$ cat config.mk
export PLATFORM = sky130hd
export DESIGN_NAME = fetch_unit
export DESIGN_NICKNAME = d
export VERILOG_FILES = /design/src/rtl/fetch_unit.sv
export SDC_FILE = /design/constraint.sdc
export NUM_CORES = 1
export LEC_CHECK = 0
export BUFFER_PORTS_ARGS = -buffer_cell sky130_fd_sc_hd__buf_2
export CAP_MARGIN = 20
export CELL_PAD_IN_SITES_DETAIL_PLACEMENT = 1
export CELL_PAD_IN_SITES_GLOBAL_PLACEMENT = 2
export CORE_MARGIN = 5
export CORE_UTILIZATION = 34
export CTS_CLUSTER_DIAMETER = 150
export CTS_CLUSTER_SIZE = 12
export DETAILED_ROUTE_END_ITERATION = 16
export GPL_ROUTABILITY_DRIVEN = 0
export PLACE_DENSITY = 0.83
export SKIP_CTS_REPAIR_TIMING = 1
export SLEW_MARGIN = 0
export SYNTH_ARGS = -nofsm -noshare
export SYNTH_HDL_FRONTEND = slang
export SYNTH_SLANG_ARGS = --single-unit
$ cat constraint.sdc
create_clock -name SYS_clk -period 2.6 [get_ports SYS_clk]
set_input_delay 0.26 -clock SYS_clk [delete_from_list [all_inputs] [get_ports SYS_clk]]
set_output_delay 0.26 -clock SYS_clk [all_outputs]
set_load 0.01 [all_outputs]
$ cat src/rtl/fetch_unit.sv
// Instruction-fetch stage: owns the PC, fetches one IMEM word per cycle into a small
// circular buffer and presents the head entry to decode over valid/ready.
module fetch_unit #(
    parameter int              PC_W      = 8,
    parameter int              DEPTH     = 2,
    parameter logic [PC_W-1:0] RESET_PC  = '0,
    parameter logic [31:0]     HALT_WORD = 32'hFFFF_FFFF
) (
    input  logic            SYS_clk,
    input  logic            SYS_reset,
    input  logic            SYS_load,
    input  logic [PC_W-1:0] SYS_pc_val,
    input  logic            FE_branch_taken,
    input  logic [PC_W-1:0] FE_branch_target,
    output logic [PC_W-1:0] FE_imem_pc,
    input  logic [31:0]     FE_imem_instruction,
    output logic            FE_out_valid,
    input  logic            FE_out_ready,
    output logic [31:0]     FE_out_instruction,
    output logic [PC_W-1:0] FE_out_pc,
    output logic [PC_W-1:0] FE_out_pc_plus4,
    output logic            FE_halted
);
    localparam int              PTR_W    = (DEPTH > 1) ? $clog2(DEPTH) : 1;
    localparam int              CNT_W    = PTR_W + 1;
    localparam logic [CNT_W-1:0] FULL_CNT = CNT_W'(DEPTH);
    localparam logic [PC_W-1:0] PC_MASK  = {{(PC_W-2){1'b1}}, 2'b00};
    localparam logic [PC_W-1:0] PC_STEP  = PC_W'(4);

    typedef enum logic [1:0] {S_IDLE, S_RUN, S_HALT} state_t;

    state_t            r_state, w_state_nxt;
    logic              w_fetch_en, w_halted;

    logic [PC_W-1:0]   r_pc;
    logic [PC_W-1:0]   r_mem_pc  [DEPTH];
    logic [31:0]       r_mem_ins [DEPTH];
    logic [PTR_W-1:0]  r_wptr, r_rptr;
    logic [CNT_W-1:0]  r_count;

    logic [PC_W-1:0]   r_out_pc, r_out_pc4;
    logic [31:0]       r_out_ins;

    logic              w_branch, w_flush, w_pop, w_pop_eff, w_push;
    logic [PTR_W-1:0]  w_rptr_nxt;
    logic [CNT_W-1:0]  w_cnt_nxt;
    logic              w_head_byp;
    logic [PC_W-1:0]   w_head_pc;
    logic [31:0]       w_head_ins;

    // Redirects are only honoured once fetch has been started by a load.
    assign w_branch  = FE_branch_taken && (r_state != S_IDLE);
    assign w_flush   = SYS_load || w_branch;
    assign w_pop     = (r_count != '0) && FE_out_ready;
    assign w_pop_eff = w_pop && !w_flush;
    assign w_push    = w_fetch_en && !w_flush && ((r_count != FULL_CNT) || w_pop);

    // ---------------- FSM ----------------
    always_ff @(posedge SYS_clk or negedge SYS_reset) begin
        if (!SYS_reset) r_state <= S_IDLE;
        else            r_state <= w_state_nxt;
    end

    always_comb begin
        w_state_nxt = r_state;
        if (SYS_load || w_branch)
            w_state_nxt = S_RUN;
        else if (w_push && (FE_imem_instruction == HALT_WORD))
            w_state_nxt = S_HALT;
    end

    always_comb begin
        w_fetch_en = (r_state == S_RUN);
        w_halted   = (r_state == S_HALT);
    end

    // ---------------- PC ----------------
    always_ff @(posedge SYS_clk or negedge SYS_reset) begin
        if (!SYS_reset)    r_pc <= RESET_PC;
        else if (SYS_load) r_pc <= SYS_pc_val & PC_MASK;
        else if (w_branch) r_pc <= FE_branch_target & PC_MASK;
        else if (w_push)   r_pc <= r_pc + PC_STEP;
    end

    // ---------------- buffer ----------------
    assign w_rptr_nxt = r_rptr + PTR_W'(w_pop_eff);
    assign w_cnt_nxt  = r_count + CNT_W'(w_push) - CNT_W'(w_pop_eff);

    always_ff @(posedge SYS_clk or negedge SYS_reset) begin
        if (!SYS_reset) begin
            r_wptr  <= '0;
            r_rptr  <= '0;
            r_count <= '0;
        end else if (w_flush) begin
            r_wptr  <= '0;
            r_rptr  <= '0;
            r_count <= '0;
        end else begin
            r_wptr  <= r_wptr + PTR_W'(w_push);
            r_rptr  <= w_rptr_nxt;
            r_count <= w_cnt_nxt;
        end
    end

    always_ff @(posedge SYS_clk) begin
        if (w_push) begin
            r_mem_pc[r_wptr]  <= r_pc;
            r_mem_ins[r_wptr] <= FE_imem_instruction;
        end
    end

    // A push landing on the next read slot means the buffer was empty after any pop,
    // so the incoming word becomes the head directly.
    assign w_head_byp = w_push && (r_wptr == w_rptr_nxt);
    assign w_head_pc  = w_head_byp ? r_pc : r_mem_pc[w_rptr_nxt];
    assign w_head_ins = w_head_byp ? FE_imem_instruction : r_mem_ins[w_rptr_nxt];

    // Head fields are registered and hold their last value while the buffer is empty.
    always_ff @(posedge SYS_clk or negedge SYS_reset) begin
        if (!SYS_reset) begin
            r_out_pc  <= '0;
            r_out_pc4 <= '0;
            r_out_ins <= '0;
        end else if (!w_flush && (w_cnt_nxt != '0)) begin
            r_out_pc  <= w_head_pc;
            r_out_pc4 <= w_head_pc + PC_STEP;
            r_out_ins <= w_head_ins;
        end
    end

    assign FE_imem_pc         = r_pc;
    assign FE_out_valid       = (r_count != '0);
    assign FE_out_pc          = r_out_pc;
    assign FE_out_pc_plus4    = r_out_pc4;
    assign FE_out_instruction = r_out_ins;
    assign FE_halted          = w_halted;

endmodule

==> metrics.md <==
| Metric | Value |
|---|---|
| Outcome | `finished, violations left` |
| Failing checks | `setup timing` |
| CTS tree | `yes` |
| Starting Density | `34.4%` |
| Clock Tree Root | `clkbuf_16` |
| Maximum buffer depth of the clock tree | `2` |
| Crit path largest cell delay | `520 ps` |
| Total GRT Usage | `15.2%` |
| Avg WL per Cell | `19.2 um` |
| Post-layout util | `45.9%` |
| Crit path cell chain | `o21a_4 > nor3_4 > ha_4 > inv_4 > ha_4 > xnor3_1 > nor3_4 > nor2_4 > or4_4 > o211ai_1` |
| Synthesized cell area | `5930 um^2` |
| DRT iter0 DRCs | `230` |
| Worst-Margin Slew | `698 ps` |
| Reg power frac | `42.5%` |
| Clock Skew | `8.33 ps` |
| CTS sink cnt | `132` |
| Sw power | `1.57 mW` |
| Total Routed Length | `16.0 mm` |
| Routed Antenna Nets | `0` |
| Power Dens Cells | `790 nW/um^2` |
| CP bufs+invs | `1` |
| Filler cell count | `1,799` |
| IO Count | `111` |
| Post-Layout Cell Count | `836` |
| P&R area growth vs syn | `33.4%` |
| Pint | `4.69 mW` |
| Setup violations, final | `9` |
| Total CTS buffers | `17` |
| Post-synth top flop | `edfxtp_1` |
| DRC | `0` |
| RSZ-0062 raised after global routing | `true` |
| Antenna violations before repair | `1` |
| Critical-path maximum fanout | `6` |
| Routed vias/inst | `5.18` |
| Leakage | `3.57 nW` |
| Die area | `20,200 um^2` |
| Critical Path Slowest Stage Cell | `or4_4` |
| Commonest non-fill, non-tap cell in the layout | `buf_2` |
| Tmin final | `2630 ps` |
| Dpl cells | `793` |
| # diodes | `0` |
| Slew headroom | `53.2%` |
| FF+latch count, synth | `132` |
| IO buf count | `100` |
| Max_cap viols | `0` |
| Final WS setup | `-31.5 ps` |
| Die Wd | `142 um` |
| Vias in the first global route | `4,622` |
| First-pass GRT wire length | `24.0 mm` |
| Rows | `48` |
| WS Path Type | `reg2reg` |
| Worst Path Arrival | `2960 ps` |
| Largest net degree at the start of global routing | `51` |
| Synth cell types | `55` |
| Core ar. | `17,200 um^2` |
| Fin. Hold Viols | `0` |
| Syn_area_per_cell | `12.7 um^2` |
| Register area share after synthesis | `62.1%` |
| Total power | `6.26 mW` |
| Worst hold path class | `in2reg` |
| Fmax | `380 MHz` |
| Switch share | `25.1%` |
| Most frequent cells in the layout | `buf_2, edfxtp_1, dfrtp_1` |
| Die Span Y | `142 um` |
| Clk pwr share | `41.8%` |
| Post-Synthesis Cells | `466` |
| Logic gate share of total power | `15.7%` |
| Layout cells sized above 1 | `37.5%` |
| Final period utilization | `101%` |
| Via Count | `4,334` |
| Nets | `657` |
| Worst EP required | `2930 ps` |
| Post-route cell area | `7920 um^2` |
| FFs w/ async S/R, synth | `42.4%` |
| Fin. max-slew vios | `0` |
| Critical Path Sink Type | `flop` |
| Clock-pin slew of the registers on the worst-case setup and hold paths | `60 ps` |
| Clock latency at the later pin of the worst-skew pair | `410 ps` |
| Htree depth | `4` |
| Peak supply drop | `454 uV` |
| Final HPWL DP | `10.5 mm` |
| Placement Cell Area | `6840 um^2` |
| Pre-Repair DR Iteration Count | `5` |
| GR Overflow Total | `0` |
| CP delay by family, top | `simple AND/OR/NAND/NOR gates` |
| Startpoint Class | `flop` |
| Post-synth EDFFs | `76` |
| Ys Warns | `0` |
[through the flow]
stage,setup slack [ps],setup TNS [ps],hold WS [ps]
2_1_floorplan,2.00,0,-35.6
3_3_place_gp,20.0,0,304
3_5_place_dp,-132,-2720,312
4_1_cts,-161,-3460,-137
5_1_grt,-152,-3940,45.9
6_report,-31.5,-108,69.0
[registers in the layout, summed over array words and instances (netlist names)]
| name | flops |
|---|---|
| r_mem_pc | 12 |
| FE_out_pc_plus4 | 6 |
| FE_out_pc | 6 |
| FE_imem_pc | 6 |
| r_state | 2 |
| r_wptr | 1 |
| r_rptr | 1 |
| r_mem_ins | 64 |
| FE_out_instruction | 32 |
| r_count | 2 |
[Yosys cell counts (2+ instances only)]
library cell  count  area share, %
nand2b_1          8           0.84
mux2_2            3           0.57
nor2_1           46            2.9
a21oi_1          12            1.0
a21o_1           34            4.3
mux2i_1          34            5.7
buf_4             8            1.0
clkbuf_1          6           0.38
xor2_1            3           0.44
nand3_1           8           0.67
inv_1             6           0.38
ha_1              6            1.3
inv_2             2           0.13
a311oi_1          2           0.30
a211oi_1         38            4.8
buf_6             5           0.95
nand2_1          30            1.9
buf_2            12            1.0
dfrtp_1          56             24
nand4_1          10            1.1
nor4_1            4           0.42
o21a_1            2           0.25
and3_1            2           0.21
a32oi_1           4           0.59
o31ai_1           2           0.25
o21ai_1           7           0.59
edfxtp_1         76             38
xnor2_1           7            1.0
nor3_1            2           0.17
o21ai_0           5           0.42
and4_1            2           0.30
[metal layers]
layer | global-route usage [%] | vias up | wire, um
met3 | 4.50 | 24 | 763
met4 | 4.09 | 2 | 191
li1 | - | 1995 | -
met5 | 0 | - | 20
met1 | 18.2 | 2203 | 6780
met2 | 26.6 | 110 | 8290
[worst reg2reg max path, stage by stage (launching register included)]
cell and delay (ps):
dfrtp_2 440, o21a_4 240, nor3_4 270, ha_4 250
inv_4 50, ha_4 110, xnor3_1 240, nor3_4 230
nor2_4 100, or4_4 520, o211ai_1 90
[kinds of logic (layout without fill, tap and decap cells)]
| family | count (synthesis) | count (layout) | share of synthesized area [%] |
|---|---|---|---|
| flops | 132 | 132 | 62.1 |
| fa+ha+maj | 6 | 6 | 1.26 |
| buf+inv | 39 | 179 | 3.86 |
| other cells | 1 | 6 | 0.0632 |
| mux | 38 | 38 | 6.56 |
| compound gates | 116 | 116 | 14.1 |
| simple gates | 123 | 123 | 10.2 |
| xor+xnor | 11 | 11 | 1.86 |
[layout make-up]
cell class / count / area, um^2 / share of cell area (%)
Multi-Input combinational cell: 300 / 2320 / 29.3
Clock inverter: 10 / 178 / 2.24
Tap cell: 225 / 282 / 3.56
Sequential cell: 132 / 3690 / 46.5
Inverter: 8 / 32.5 / 0.411
Clock buffer: 22 / 464 / 5.86
Timing Repair Buffer: 139 / 955 / 12.1
[power groups by stage]
stage	sequential (mW)	combinational (mW)	clock [mW]
detailed placement	2.70	0.924	0
floorplan	2.78	0.369	0
finish	2.66	0.982	2.61
global placement	2.69	0.894	0
CTS	2.66	0.927	2.66
global route	2.69	1.07	2.76
[path summary, 6_finish.rpt]
kind,end,from,slack (ps),depth (start not counted)
max in group asynchronous,FE_out_instruction[5],SYS_reset,1560,3
worst min register to register,FE_out_instruction[21],FE_out_instruction[21],470,1
worst min-delay path,r_mem_ins[0][5],FE_imem_instruction[5],70,1
worst max-delay path,FE_out_pc_plus4[5],r_state[1],-30,10
min in group asynchronous,FE_out_instruction[0],SYS_reset,430,2
worst max register to register,FE_out_pc_plus4[5],r_state[1],-30,10
No activity file was read; power rests on OpenSTA's default activity.
